File: src/rtl/neorv32_wb_bridge_if.sv
// Signal bundle between the NEORV32 CPU ports, the bridge and the Wishbone core bus.
// The bridge uses the slave modport; the driving side (CPU + memory model) uses master.
interface neorv32_wb_bridge_if;
    logic        ibus_stb_i;
    logic [31:0] ibus_addr_i;
    logic [31:0] ibus_rsp_data_o;
    logic        ibus_rsp_ack_o;
    logic        ibus_rsp_err_o;

    logic        dbus_stb_i;
    logic        dbus_rw_i;
    logic [31:0] dbus_addr_i;
    logic [3:0]  dbus_ben_i;
    logic [31:0] dbus_data_i;
    logic [31:0] dbus_rsp_data_o;
    logic        dbus_rsp_ack_o;
    logic        dbus_rsp_err_o;

    logic        core_cyc;
    logic        core_stb;
    logic        core_we;
    logic [3:0]  core_wstrb;
    logic [31:0] core_addr;
    logic [31:0] core_data_out;
    logic [31:0] core_data_in;
    logic        core_ack;

    modport slave (
        input  ibus_stb_i, ibus_addr_i,
        output ibus_rsp_data_o, ibus_rsp_ack_o, ibus_rsp_err_o,
        input  dbus_stb_i, dbus_rw_i, dbus_addr_i, dbus_ben_i, dbus_data_i,
        output dbus_rsp_data_o, dbus_rsp_ack_o, dbus_rsp_err_o,
        output core_cyc, core_stb, core_we, core_wstrb, core_addr, core_data_out,
        input  core_data_in, core_ack
    );

    modport master (
        output ibus_stb_i, ibus_addr_i,
        input  ibus_rsp_data_o, ibus_rsp_ack_o, ibus_rsp_err_o,
        output dbus_stb_i, dbus_rw_i, dbus_addr_i, dbus_ben_i, dbus_data_i,
        input  dbus_rsp_data_o, dbus_rsp_ack_o, dbus_rsp_err_o,
        input  core_cyc, core_stb, core_we, core_wstrb, core_addr, core_data_out,
        output core_data_in, core_ack
    );
endinterface

File: src/rtl/neorv32_wb_bridge.sv
// Merges the NEORV32 instruction and data request ports onto one Wishbone-classic bus,
// round-robin arbitrated, one cycle at a time, with an ack-timeout that answers with err.
module neorv32_wb_bridge #(
    parameter int TIMEOUT_CYCLES = 255
) (
    input  logic                      clk,
    input  logic                      rst,
    neorv32_wb_bridge_if.slave        io_bus
);
    typedef enum logic {
        S_IDLE = 1'b0,
        S_BUS  = 1'b1
    } state_t;

    state_t      r_state;
    state_t      w_stateNext;

    logic        r_iPend;
    logic [31:0] r_iAddr;
    logic        r_dPend;
    logic        r_dRw;
    logic [31:0] r_dAddr;
    logic [3:0]  r_dBen;
    logic [31:0] r_dData;

    // Last-granted port; also identifies the owner of the active cycle while in S_BUS.
    logic        r_lastGrantD;
    logic [31:0] r_cnt;

    logic        r_we;
    logic [3:0]  r_wstrb;
    logic [31:0] r_addr;
    logic [31:0] r_dataOut;

    logic        r_iAck;
    logic        r_iErr;
    logic [31:0] r_iRspData;
    logic        r_dAck;
    logic        r_dErr;
    logic [31:0] r_dRspData;

    logic        w_iCap;
    logic        w_dCap;
    logic        w_iReq;
    logic        w_dReq;
    logic [31:0] w_iAddr;
    logic        w_dRw;
    logic [31:0] w_dAddr;
    logic [3:0]  w_dBen;
    logic [31:0] w_dData;
    logic        w_timeoutHit;
    logic        w_grant;
    logic        w_grantD;
    logic        w_done;
    logic        w_timeout;
    logic        w_finish;

    assign w_iCap = io_bus.ibus_stb_i & ~r_iPend;
    assign w_dCap = io_bus.dbus_stb_i & ~r_dPend;
    assign w_iReq = r_iPend | w_iCap;
    assign w_dReq = r_dPend | w_dCap;

    // A strobe arriving while idle is granted on the same edge, so bypass the latches.
    assign w_iAddr = r_iPend ? r_iAddr : io_bus.ibus_addr_i;
    assign w_dRw   = r_dPend ? r_dRw   : io_bus.dbus_rw_i;
    assign w_dAddr = r_dPend ? r_dAddr : io_bus.dbus_addr_i;
    assign w_dBen  = r_dPend ? r_dBen  : io_bus.dbus_ben_i;
    assign w_dData = r_dPend ? r_dData : io_bus.dbus_data_i;

    assign w_timeoutHit = (TIMEOUT_CYCLES != 0) && (r_cnt == 32'(TIMEOUT_CYCLES));
    assign w_finish     = w_done | w_timeout;

    always_comb begin
        w_stateNext = r_state;
        w_grant     = 1'b0;
        w_grantD    = r_lastGrantD;
        w_done      = 1'b0;
        w_timeout   = 1'b0;
        case (r_state)
            S_IDLE: begin
                if (w_iReq || w_dReq) begin
                    w_grant     = 1'b1;
                    w_grantD    = (w_iReq && w_dReq) ? ~r_lastGrantD : w_dReq;
                    w_stateNext = S_BUS;
                end
            end
            S_BUS: begin
                if (io_bus.core_ack) begin
                    w_done      = 1'b1;
                    w_stateNext = S_IDLE;
                end else if (w_timeoutHit) begin
                    w_timeout   = 1'b1;
                    w_stateNext = S_IDLE;
                end
            end
            default: w_stateNext = S_IDLE;
        endcase
    end

    always_ff @(posedge clk) begin
        if (rst) begin
            r_state <= S_IDLE;
        end else begin
            r_state <= w_stateNext;
        end
    end

    always_ff @(posedge clk) begin
        if (rst) begin
            r_iPend      <= 1'b0;
            r_iAddr      <= '0;
            r_dPend      <= 1'b0;
            r_dRw        <= 1'b0;
            r_dAddr      <= '0;
            r_dBen       <= '0;
            r_dData      <= '0;
            r_lastGrantD <= 1'b1;
            r_cnt        <= '0;
            r_we         <= 1'b0;
            r_wstrb      <= '0;
            r_addr       <= '0;
            r_dataOut    <= '0;
            r_iAck       <= 1'b0;
            r_iErr       <= 1'b0;
            r_iRspData   <= '0;
            r_dAck       <= 1'b0;
            r_dErr       <= 1'b0;
            r_dRspData   <= '0;
        end else begin
            r_iAck <= 1'b0;
            r_iErr <= 1'b0;
            r_dAck <= 1'b0;
            r_dErr <= 1'b0;

            if (w_iCap) begin
                r_iPend <= 1'b1;
                r_iAddr <= io_bus.ibus_addr_i;
            end else if (w_finish && !r_lastGrantD) begin
                r_iPend <= 1'b0;
            end

            if (w_dCap) begin
                r_dPend <= 1'b1;
                r_dRw   <= io_bus.dbus_rw_i;
                r_dAddr <= io_bus.dbus_addr_i;
                r_dBen  <= io_bus.dbus_ben_i;
                r_dData <= io_bus.dbus_data_i;
            end else if (w_finish && r_lastGrantD) begin
                r_dPend <= 1'b0;
            end

            if (w_grant) begin
                r_lastGrantD <= w_grantD;
                r_cnt        <= '0;
                r_addr       <= w_grantD ? w_dAddr : w_iAddr;
                r_we         <= w_grantD & w_dRw;
                r_wstrb      <= (w_grantD && w_dRw) ? w_dBen : 4'b0000;
                r_dataOut    <= w_grantD ? w_dData : 32'h0;
            end else if (r_state == S_BUS && !w_finish) begin
                r_cnt <= r_cnt + 32'd1;
            end

            // Write acks leave the read-data register untouched.
            if (w_done) begin
                if (r_lastGrantD) begin
                    r_dAck <= 1'b1;
                    if (!r_we) begin
                        r_dRspData <= io_bus.core_data_in;
                    end
                end else begin
                    r_iAck     <= 1'b1;
                    r_iRspData <= io_bus.core_data_in;
                end
            end else if (w_timeout) begin
                if (r_lastGrantD) begin
                    r_dErr     <= 1'b1;
                    r_dRspData <= '0;
                end else begin
                    r_iErr     <= 1'b1;
                    r_iRspData <= '0;
                end
            end
        end
    end

    assign io_bus.core_cyc        = (r_state == S_BUS);
    assign io_bus.core_stb        = (r_state == S_BUS);
    assign io_bus.core_we         = r_we;
    assign io_bus.core_wstrb      = r_wstrb;
    assign io_bus.core_addr       = r_addr;
    assign io_bus.core_data_out   = r_dataOut;

    assign io_bus.ibus_rsp_ack_o  = r_iAck;
    assign io_bus.ibus_rsp_err_o  = r_iErr;
    assign io_bus.ibus_rsp_data_o = r_iRspData;
    assign io_bus.dbus_rsp_ack_o  = r_dAck;
    assign io_bus.dbus_rsp_err_o  = r_dErr;
    assign io_bus.dbus_rsp_data_o = r_dRspData;
endmodule

File: src/flat_wrapper.sv
// flat-port wrapper written by rule: the top's interface ports become plain ports
module neorv32_wb_bridge_flat 
#(
    parameter int TIMEOUT_CYCLES = 255
)
  (clk, rst, io_bus_ibus_stb_i, io_bus_ibus_addr_i, io_bus_ibus_rsp_data_o, io_bus_ibus_rsp_ack_o, io_bus_ibus_rsp_err_o, io_bus_dbus_stb_i, io_bus_dbus_rw_i, io_bus_dbus_addr_i, io_bus_dbus_ben_i, io_bus_dbus_data_i, io_bus_dbus_rsp_data_o, io_bus_dbus_rsp_ack_o, io_bus_dbus_rsp_err_o, io_bus_core_cyc, io_bus_core_stb, io_bus_core_we, io_bus_core_wstrb, io_bus_core_addr, io_bus_core_data_out, io_bus_core_data_in, io_bus_core_ack);
  neorv32_wb_bridge_if io_bus_i ();
  input  logic clk;
  input  logic rst;
  input wire logic [$bits(io_bus_i.ibus_stb_i)-1:0] io_bus_ibus_stb_i;
  input wire logic [$bits(io_bus_i.ibus_addr_i)-1:0] io_bus_ibus_addr_i;
  output wire logic [$bits(io_bus_i.ibus_rsp_data_o)-1:0] io_bus_ibus_rsp_data_o;
  output wire logic [$bits(io_bus_i.ibus_rsp_ack_o)-1:0] io_bus_ibus_rsp_ack_o;
  output wire logic [$bits(io_bus_i.ibus_rsp_err_o)-1:0] io_bus_ibus_rsp_err_o;
  input wire logic [$bits(io_bus_i.dbus_stb_i)-1:0] io_bus_dbus_stb_i;
  input wire logic [$bits(io_bus_i.dbus_rw_i)-1:0] io_bus_dbus_rw_i;
  input wire logic [$bits(io_bus_i.dbus_addr_i)-1:0] io_bus_dbus_addr_i;
  input wire logic [$bits(io_bus_i.dbus_ben_i)-1:0] io_bus_dbus_ben_i;
  input wire logic [$bits(io_bus_i.dbus_data_i)-1:0] io_bus_dbus_data_i;
  output wire logic [$bits(io_bus_i.dbus_rsp_data_o)-1:0] io_bus_dbus_rsp_data_o;
  output wire logic [$bits(io_bus_i.dbus_rsp_ack_o)-1:0] io_bus_dbus_rsp_ack_o;
  output wire logic [$bits(io_bus_i.dbus_rsp_err_o)-1:0] io_bus_dbus_rsp_err_o;
  output wire logic [$bits(io_bus_i.core_cyc)-1:0] io_bus_core_cyc;
  output wire logic [$bits(io_bus_i.core_stb)-1:0] io_bus_core_stb;
  output wire logic [$bits(io_bus_i.core_we)-1:0] io_bus_core_we;
  output wire logic [$bits(io_bus_i.core_wstrb)-1:0] io_bus_core_wstrb;
  output wire logic [$bits(io_bus_i.core_addr)-1:0] io_bus_core_addr;
  output wire logic [$bits(io_bus_i.core_data_out)-1:0] io_bus_core_data_out;
  input wire logic [$bits(io_bus_i.core_data_in)-1:0] io_bus_core_data_in;
  input wire logic [$bits(io_bus_i.core_ack)-1:0] io_bus_core_ack;
  assign io_bus_i.ibus_stb_i = io_bus_ibus_stb_i;
  assign io_bus_i.ibus_addr_i = io_bus_ibus_addr_i;
  assign io_bus_ibus_rsp_data_o = io_bus_i.ibus_rsp_data_o;
  assign io_bus_ibus_rsp_ack_o = io_bus_i.ibus_rsp_ack_o;
  assign io_bus_ibus_rsp_err_o = io_bus_i.ibus_rsp_err_o;
  assign io_bus_i.dbus_stb_i = io_bus_dbus_stb_i;
  assign io_bus_i.dbus_rw_i = io_bus_dbus_rw_i;
  assign io_bus_i.dbus_addr_i = io_bus_dbus_addr_i;
  assign io_bus_i.dbus_ben_i = io_bus_dbus_ben_i;
  assign io_bus_i.dbus_data_i = io_bus_dbus_data_i;
  assign io_bus_dbus_rsp_data_o = io_bus_i.dbus_rsp_data_o;
  assign io_bus_dbus_rsp_ack_o = io_bus_i.dbus_rsp_ack_o;
  assign io_bus_dbus_rsp_err_o = io_bus_i.dbus_rsp_err_o;
  assign io_bus_core_cyc = io_bus_i.core_cyc;
  assign io_bus_core_stb = io_bus_i.core_stb;
  assign io_bus_core_we = io_bus_i.core_we;
  assign io_bus_core_wstrb = io_bus_i.core_wstrb;
  assign io_bus_core_addr = io_bus_i.core_addr;
  assign io_bus_core_data_out = io_bus_i.core_data_out;
  assign io_bus_i.core_data_in = io_bus_core_data_in;
  assign io_bus_i.core_ack = io_bus_core_ack;
  neorv32_wb_bridge #(.TIMEOUT_CYCLES(TIMEOUT_CYCLES)) u_core (.clk(clk), .rst(rst), .io_bus(io_bus_i));
endmodule
File: config.mk
export PLATFORM = sky130hd
export DESIGN_NAME = neorv32_wb_bridge_flat
export DESIGN_NICKNAME = d
export VERILOG_FILES = /design/src/rtl/neorv32_wb_bridge_if.sv /design/src/rtl/neorv32_wb_bridge.sv /design/src/flat_wrapper.sv
export SDC_FILE = /design/constraint.sdc
export NUM_CORES = 1
export LEC_CHECK = 0
export CELL_PAD_IN_SITES_DETAIL_PLACEMENT = 1
export CELL_PAD_IN_SITES_GLOBAL_PLACEMENT = 1
export CORE_MARGIN = 4
export CORE_UTILIZATION = 33
export CTS_CLUSTER_SIZE = 10
export DETAILED_ROUTE_END_ITERATION = 8
export HOLD_SLACK_MARGIN = 0.02
export PLACE_DENSITY_LB_ADDON = 0.3
export SLEW_MARGIN = 20
export SYNTH_ARGS = -nofsm -noshare
export SYNTH_HDL_FRONTEND = slang
export SYNTH_SLANG_ARGS = --single-unit
File: constraint.sdc
create_clock -name clk -period 1.7 [get_ports clk]
set_input_delay 0.17 -clock clk [delete_from_list [all_inputs] [get_ports clk]]
set_output_delay 0.17 -clock clk [all_outputs]
set_load 0.05 [all_outputs]
==> reports/results.ini, run 1 <==
[run_status]
status=complete, but fails checks
violations=setup timing

[final_layout]
final_cells=2087
stdcell_area_mm2=0.0167
multi_input_area_mm2=0.00570
nNetsFinal=1770
nFillCells=3794
drive_gt1_frac=0.200
syn_to_final_growth_pct=50.4
regArea_mm2=0.00551

[timing]
hold_slack_ps=244
finalSetupViolCount=94
min_period_ps=1900
fmax_mhz=525
rsz0062_at_grt=yes
max_slew_margin=0.619
fin_crit_sh=1.12
worstMarginPinSlew_ps=573
fin_ws_ps=-204
final.setup_skew_ps=24.2
hold_viol=0
drv_slew=0
finalSetupTns_ps=-10790

[job]
drv_cap=0

[placement]
place_congestion=0.818
place_area_mm2=0.0150
io_buffers=276
place_inst=2013
dp_hpwl_um=26600

[detailed_routing]
wirelength_met1_um=17400
drt_iter0_markers=440
dr.pass1.iters=4
viasPerCell=5.12
wl_per_cell_um=19.7
dr_total_vias=10700
met3_length_um=2100
wirelength_um=41100
routed.top_layer=met5
ant_nets=0
wl_met2_um=20700
drc=0

[worst_setup_path]
crit_path_top_delay_cell=or4_1
critical_path_arrival_ps=2330
start_kind=flop
crit_chain=ha_4 -> and4_4 -> nand4_1 -> buf_4 -> o21ai_4 -> clkbuf_16 -> or4_1 -> a21oi_1
critPathRequiredTime_ps=2130
worstSetupStartpoint=u_core.r_cnt[1]
worst_path_largest_cell_delay_ps=500
reg2reg_to=u_core.r_cnt[7]
critPathKind=flop to flop
reg2reg_depth=8
crit_buf_inv=2
cp_top_family=simple AND/OR/NAND/NOR gates
crit_fanout=8
r2r_setup_slack_ps=-200
worst_setup_path_end_kind=flop
reg2reg_from=u_core.r_cnt[1]

[logic_synthesis]
async_flop_share=0
synth_cells=1294
synth_nets=1433
syn_avg_cell_area_um2=8.57
synth-seq-cells=274
synthTopCellsByArea=dfxtp_1, nand2_1, mux2i_1
synth_area_mm2=0.0111
synth_top_area_share=0.495
synth-main-ff-cell=dfxtp_1
synth_edf_count=0
ys_types=45
yosysTopAreaCell=dfxtp_1
ys_warn_count=0
ys_seq_area_frac=0.495

[grt]
antenna_found_initial=4
grt_pass1_vias=11000
grt_pass1_wl_um=62400
grt-ovfl-total=0
grt_max_degree=54
grt_util_all_layers=0.212

[power_and_ir_drop]
p_int_mw=12.0
clockPowerShare=0.387
p_leak_nw=7.17
ir_drop_mv=0.524
total_power_mw=16.9
p_comb_frac=0.197
swShare=0.293
p_per_area_mw_per_mm2=1020
p_sw_mw=4.96
seq_power_share=0.416

[clock_tree]
clk_pin_slew_ps=60
cts_buffers=34
clk_path_buf_depth=3
clock_sinks=274
insertion_delay_ps=520
clockRootBuffer=clkbuf_16
cts_max_level=2
cts_tree=done

[floorplan]
rows=66
dieWidth_um=191
io_pins=277
fp.dieArea_mm2=0.0366
initial_core_util=0.337
fp.coreArea_mm2=0.0329
die_h_um=191

[hold_path]
holdPathStages=3
hold_end=u_core.r_dBen[3]
hp-start=io_bus_dbus_ben_i[3]
hold_class=input pin to flop

[worst reg2reg max path, delay by kind of cell, from the launching register on]
kind / cells / cell delay (ps)
and+or+nand+nor: 3 / 760
DFF: 1 / 340
buffers and inverters: 2 / 330
AOI/OAI and AO/OA: 2 / 240
adders and majority gates: 1 / 160
[state kept, by name, summed over array words and instances (netlist names), 4 cells and up]
register	cells
u_core.io_bus.core_data_out	32
u_core.io_bus.ibus_rsp_data_o	32
u_core.r_iAddr	32
u_core.io_bus.dbus_rsp_data_o	32
u_core.r_dBen	4
u_core.r_cnt	32
u_core.io_bus.core_addr	32
u_core.r_dAddr	32
u_core.io_bus.core_wstrb	4
u_core.r_dData	32
[cell usage after synthesis (2+ instances only)]
master and count:
or2_2 3, o31ai_1 2, nand4_1 8, nor2_2 3
xor2_1 10, nor3_1 8, a21o_1 33, nor4_1 8
nand3_1 15, nor2b_1 4, nor2_1 20, or3_1 11
dfxtp_1 274, nor4_2 7, nand2b_1 2, mux2i_1 102
o21ai_1 75, and4_1 4, a22o_1 32, a32o_1 32
buf_1 13, buf_2 12, o21ai_0 7, nand2_1 392
or4_1 4, a21oi_1 114, buf_4 2, o211ai_1 2
and3_1 2, inv_1 6, clkbuf_1 68, xnor2_1 6
[worst max-delay path by stage]
stage,endpoint,cells after the start,slack [ps]
final,u_core.r_cnt[7],8,-200
after global routing,u_core.r_cnt[8],10,-260
after detailed placement,u_core.r_cnt[15],6,-250
after global placement,u_core.io_bus.ibus_rsp_data_o[30],7,-210
after CTS,u_core.io_bus.dbus_rsp_data_o[27],10,-150
after floorplan,u_core.r_cnt[25],6,-6
[power groups by stage]
| stage | sequential, mW | combinational [mW] | clock, mW |
|---|---|---|---|
| 2_1_floorplan | 7.93 | 1.12 | 0 |
| 3_3_place_gp | 7.17 | 3.32 | 0 |
| 3_5_place_dp | 7.19 | 3.36 | 0 |
| 4_1_cts | 7.05 | 3.36 | 6.72 |
| 5_1_grt | 7.09 | 3.57 | 7.03 |
| 6_report | 7.05 | 3.34 | 6.56 |
[cell families after synthesis]
kind of cell               share of synthesized area
muxes                                         0.0931
and+or+nand+nor                                0.189
DFF                                            0.495
adders and majority gates                    0.00113
AOI/OAI and AO/OA                              0.173
buffers and inverters                         0.0366
xor gates and xnor gates                      0.0126
[stage by stage]
| step | util | setup slack [ps] |
|---|---|---|
| 4_1_cts | 0.497 | -151 |
| 5_1_grt | 0.507 | -263 |
| 2_1_floorplan | - | -5.65 |
| 3_3_place_gp | 0.456 | -205 |
| 3_5_place_dp | 0.456 | -248 |
| 6_report | 0.507 | -204 |
[cell usage in the layout, fill, tap and decap left out, drive strengths merged, types with 2 or more instances in the layout]
cell and instances:
and3 2, nand2b 2, nor3 8, clkbuf 51, o211ai 2, o31ai 2
clkdlybuf4s50 136, or2 4, nor2 23, nor2b 4, nand3 15, a21o 33
a21oi 114, or4 4, mux2i 102, nand4 9, dlygate4sd2 81, buf 175
o21ai 83, nand2 392, a22o 32, nor4 15, xnor2 6, xor2 10
and4 4, dfxtp 274, inv 8, a32o 32, or3 11
[routing by layer]
metal,up-vias,track usage
li1,5131,-
met4,8,0.0461
met3,58,0.0464
met1,5281,0.267
met5,-,0
met2,216,0.374
[area by class of cell]
type                    count  share of cell area
multi-input cells         918               0.342
repair buffers            396               0.235
inverters                   7             0.00158
well taps                 442              0.0332
flip-flops and latches    274               0.330
diodes                      1            0.000150
clock inverters             1            0.000525
clock buffers              48              0.0578
[repair_timing]
| item | 4_1_cts | 5_1_grt |
|---|---|---|
| hold buffers | 1 | 0 |
| buffers inserted | 10 | 10 |
| gates resized for setup | 130 | 79 |
| cloned | 5 | 2 |
| endpoints found under the setup margin | 173 | 100 |
| hold endpoints to repair | 1 | 0 |
| pin swaps | 30 | 75 |
Power figures use the tool's default switching activity.
==> run 2, diff against run 1 <==
==> constraint.sdc (replaced) <==
create_clock -name clk -period 1.7 [get_ports clk]
set_input_delay 0.17 -clock clk [delete_from_list [all_inputs] [get_ports clk]]
set_output_delay 0.17 -clock clk [all_outputs]
set_load 0.02 [all_outputs]
==> reports/results.ini, run 2 (synthesis gave the netlist of run 1 again) <==
[timing]
final.setup_skew_ps=12.8
fmax_mhz=540
hold_slack_ps=246
fin_ws_ps=-153
rsz0062_at_grt=yes
max_slew_margin=0.691
worstMarginPinSlew_ps=464
min_period_ps=1850
finalSetupViolCount=89
finalSetupTns_ps=-8640
drv_slew=0
hold_viol=0
fin_crit_sh=1.09

[final_layout]
final_common_cell=nand2_1
drive_gt1_frac=0.162
layout_common_cells=nand2_1, dfxtp_1, clkdlybuf4s50_1, a21oi_1, mux2i_1
stdcell_area_mm2=0.0170
syn_to_final_growth_pct=53.2
nFillCells=3753
final_util=0.517
nNetsFinal=1766
final_cells=2085

[detailed_routing]
drt_iter0_markers=419
drc=0
wl_per_cell_um=19.6
viasPerCell=5.14
ant_nets=0
dr_total_vias=10700
wirelength_um=40900
dr.pass1.iters=4

[worst_setup_path]
worst_path_most_repeated_cell=buf_4
crit_fanout=8
critPathKind=flop to flop
cp_top_family=buffers and inverters
crit_chain=nor4_4 -> buf_4 -> nand4_1 -> buf_4 -> o21ai_4 -> clkbuf_16 -> o21ai_1 -> a21oi_1
worst_path_largest_cell_delay_ps=330
critPathRequiredTime_ps=2120
crit_buf_inv=3
worst_setup_path_end_kind=flop
worstSetupStartpoint=u_core.r_cnt[12]
reg2reg_from=u_core.r_cnt[12]
crit_path_top_delay_cell=dfxtp_2
r2r_setup_slack_ps=-150
reg2reg_depth=8
start_kind=flop
reg2reg_to=u_core.r_cnt[4]
critical_path_arrival_ps=2270

[clock_tree]
cts_tree=done
clock_sinks=274
insertion_delay_ps=500
cts_buffers=34
clk_path_buf_depth=3
clk_pin_slew_ps=60
clockRootBuffer=clkbuf_16
cts_max_level=2

[power_and_ir_drop]
total_power_mw=16.7
p_per_area_mw_per_mm2=985
ir_drop_mv=0.582
seq_power_share=0.421
clockPowerShare=0.406
p_int_mw=12.3
swShare=0.264
p_sw_mw=4.42
p_leak_nw=7.26
p_comb_frac=0.173

[run_status]
status=complete, but fails checks
violations=setup timing

[placement]
place_ws_ps=-188
io_buffers=276
place_congestion=0.802
place_inst=2015
dp_hpwl_um=26600
place_area_mm2=0.0151

[hold_path]
holdPathStages=3
hp-start=io_bus_ibus_addr_i[10]
hold_end=u_core.r_iAddr[10]
hold_class=input pin to flop

[grt]
grt_pass1_wl_um=61800
grt_max_degree=90
antenna_found_initial=6
grt-ovfl-total=0
grt_util_all_layers=0.209
grt_pass1_vias=11200

[job]
drv_cap=0

[floorplan]
dieWidth_um=191
io_pins=277
fp.coreArea_mm2=0.0329
initial_core_util=0.337
fp.dieArea_mm2=0.0366
rows=66
die_h_um=191

-- run 2: how the worst max path moves through the flow --
stage	depth (start not counted)	slack [ps]	endpoint
global route	9	-220	u_core.io_bus.ibus_rsp_data_o[7]
detailed placement	7	-190	u_core.io_bus.ibus_rsp_data_o[11]
finish	8	-150	u_core.r_cnt[4]
floorplan	7	-10	u_core.io_bus.ibus_rsp_data_o[0]
global placement	7	-170	u_core.io_bus.ibus_rsp_data_o[9]
CTS	7	-120	u_core.r_cnt[27]
-- run 2: final cells by class --
| cell class | count | area, um^2 | area share |
|---|---|---|---|
| tap | 442 | 553 | 0.0325 |
| sequential | 274 | 5510 | 0.324 |
| multi-input combinational | 918 | 5670 | 0.334 |
| timing repair buffer | 392 | 4200 | 0.247 |
| inverter | 7 | 26.3 | 0.00155 |
| antenna | 4 | 10.0 | 0.000589 |
| clock buffer | 48 | 1030 | 0.0604 |
-- run 2: layer usage --
metal	global-route usage	vias up	part of all wire
met3	0.0457	69	0.051
li1	-	5128	-
met5	0	-	0.00066
met1	0.255	5278	0.42
met4	0.0638	4	0.022
met2	0.369	236	0.51
-- run 2: timing repair --
action,in CTS,in global routing
hold buffers,1,0
pin swaps,45,48
endpoints found under the hold margin,4,0
setup endpoints to repair,103,128
gates resized for setup,66,96
gates cloned,5,3
buffers inserted,8,7
-- run 2: worst register-to-register path, stage by stage, from the launching register on --
cell,delay [ps]
dfxtp_2,330
nor4_4,310
buf_4,170
nand4_1,120
buf_4,180
o21ai_4,210
clkbuf_16,190
o21ai_1,80
a21oi_1,180
-- run 2: power groups by stage --
stage | registers, mW | logic (mW) | clock network (mW)
after floorplan | 7.40 | 1.11 | 0
after global placement | 7.16 | 2.80 | 0
after detailed placement | 7.18 | 2.85 | 0
after CTS | 7.05 | 2.91 | 6.95
after global routing | 7.09 | 3.11 | 7.27
final | 7.05 | 2.90 | 6.79
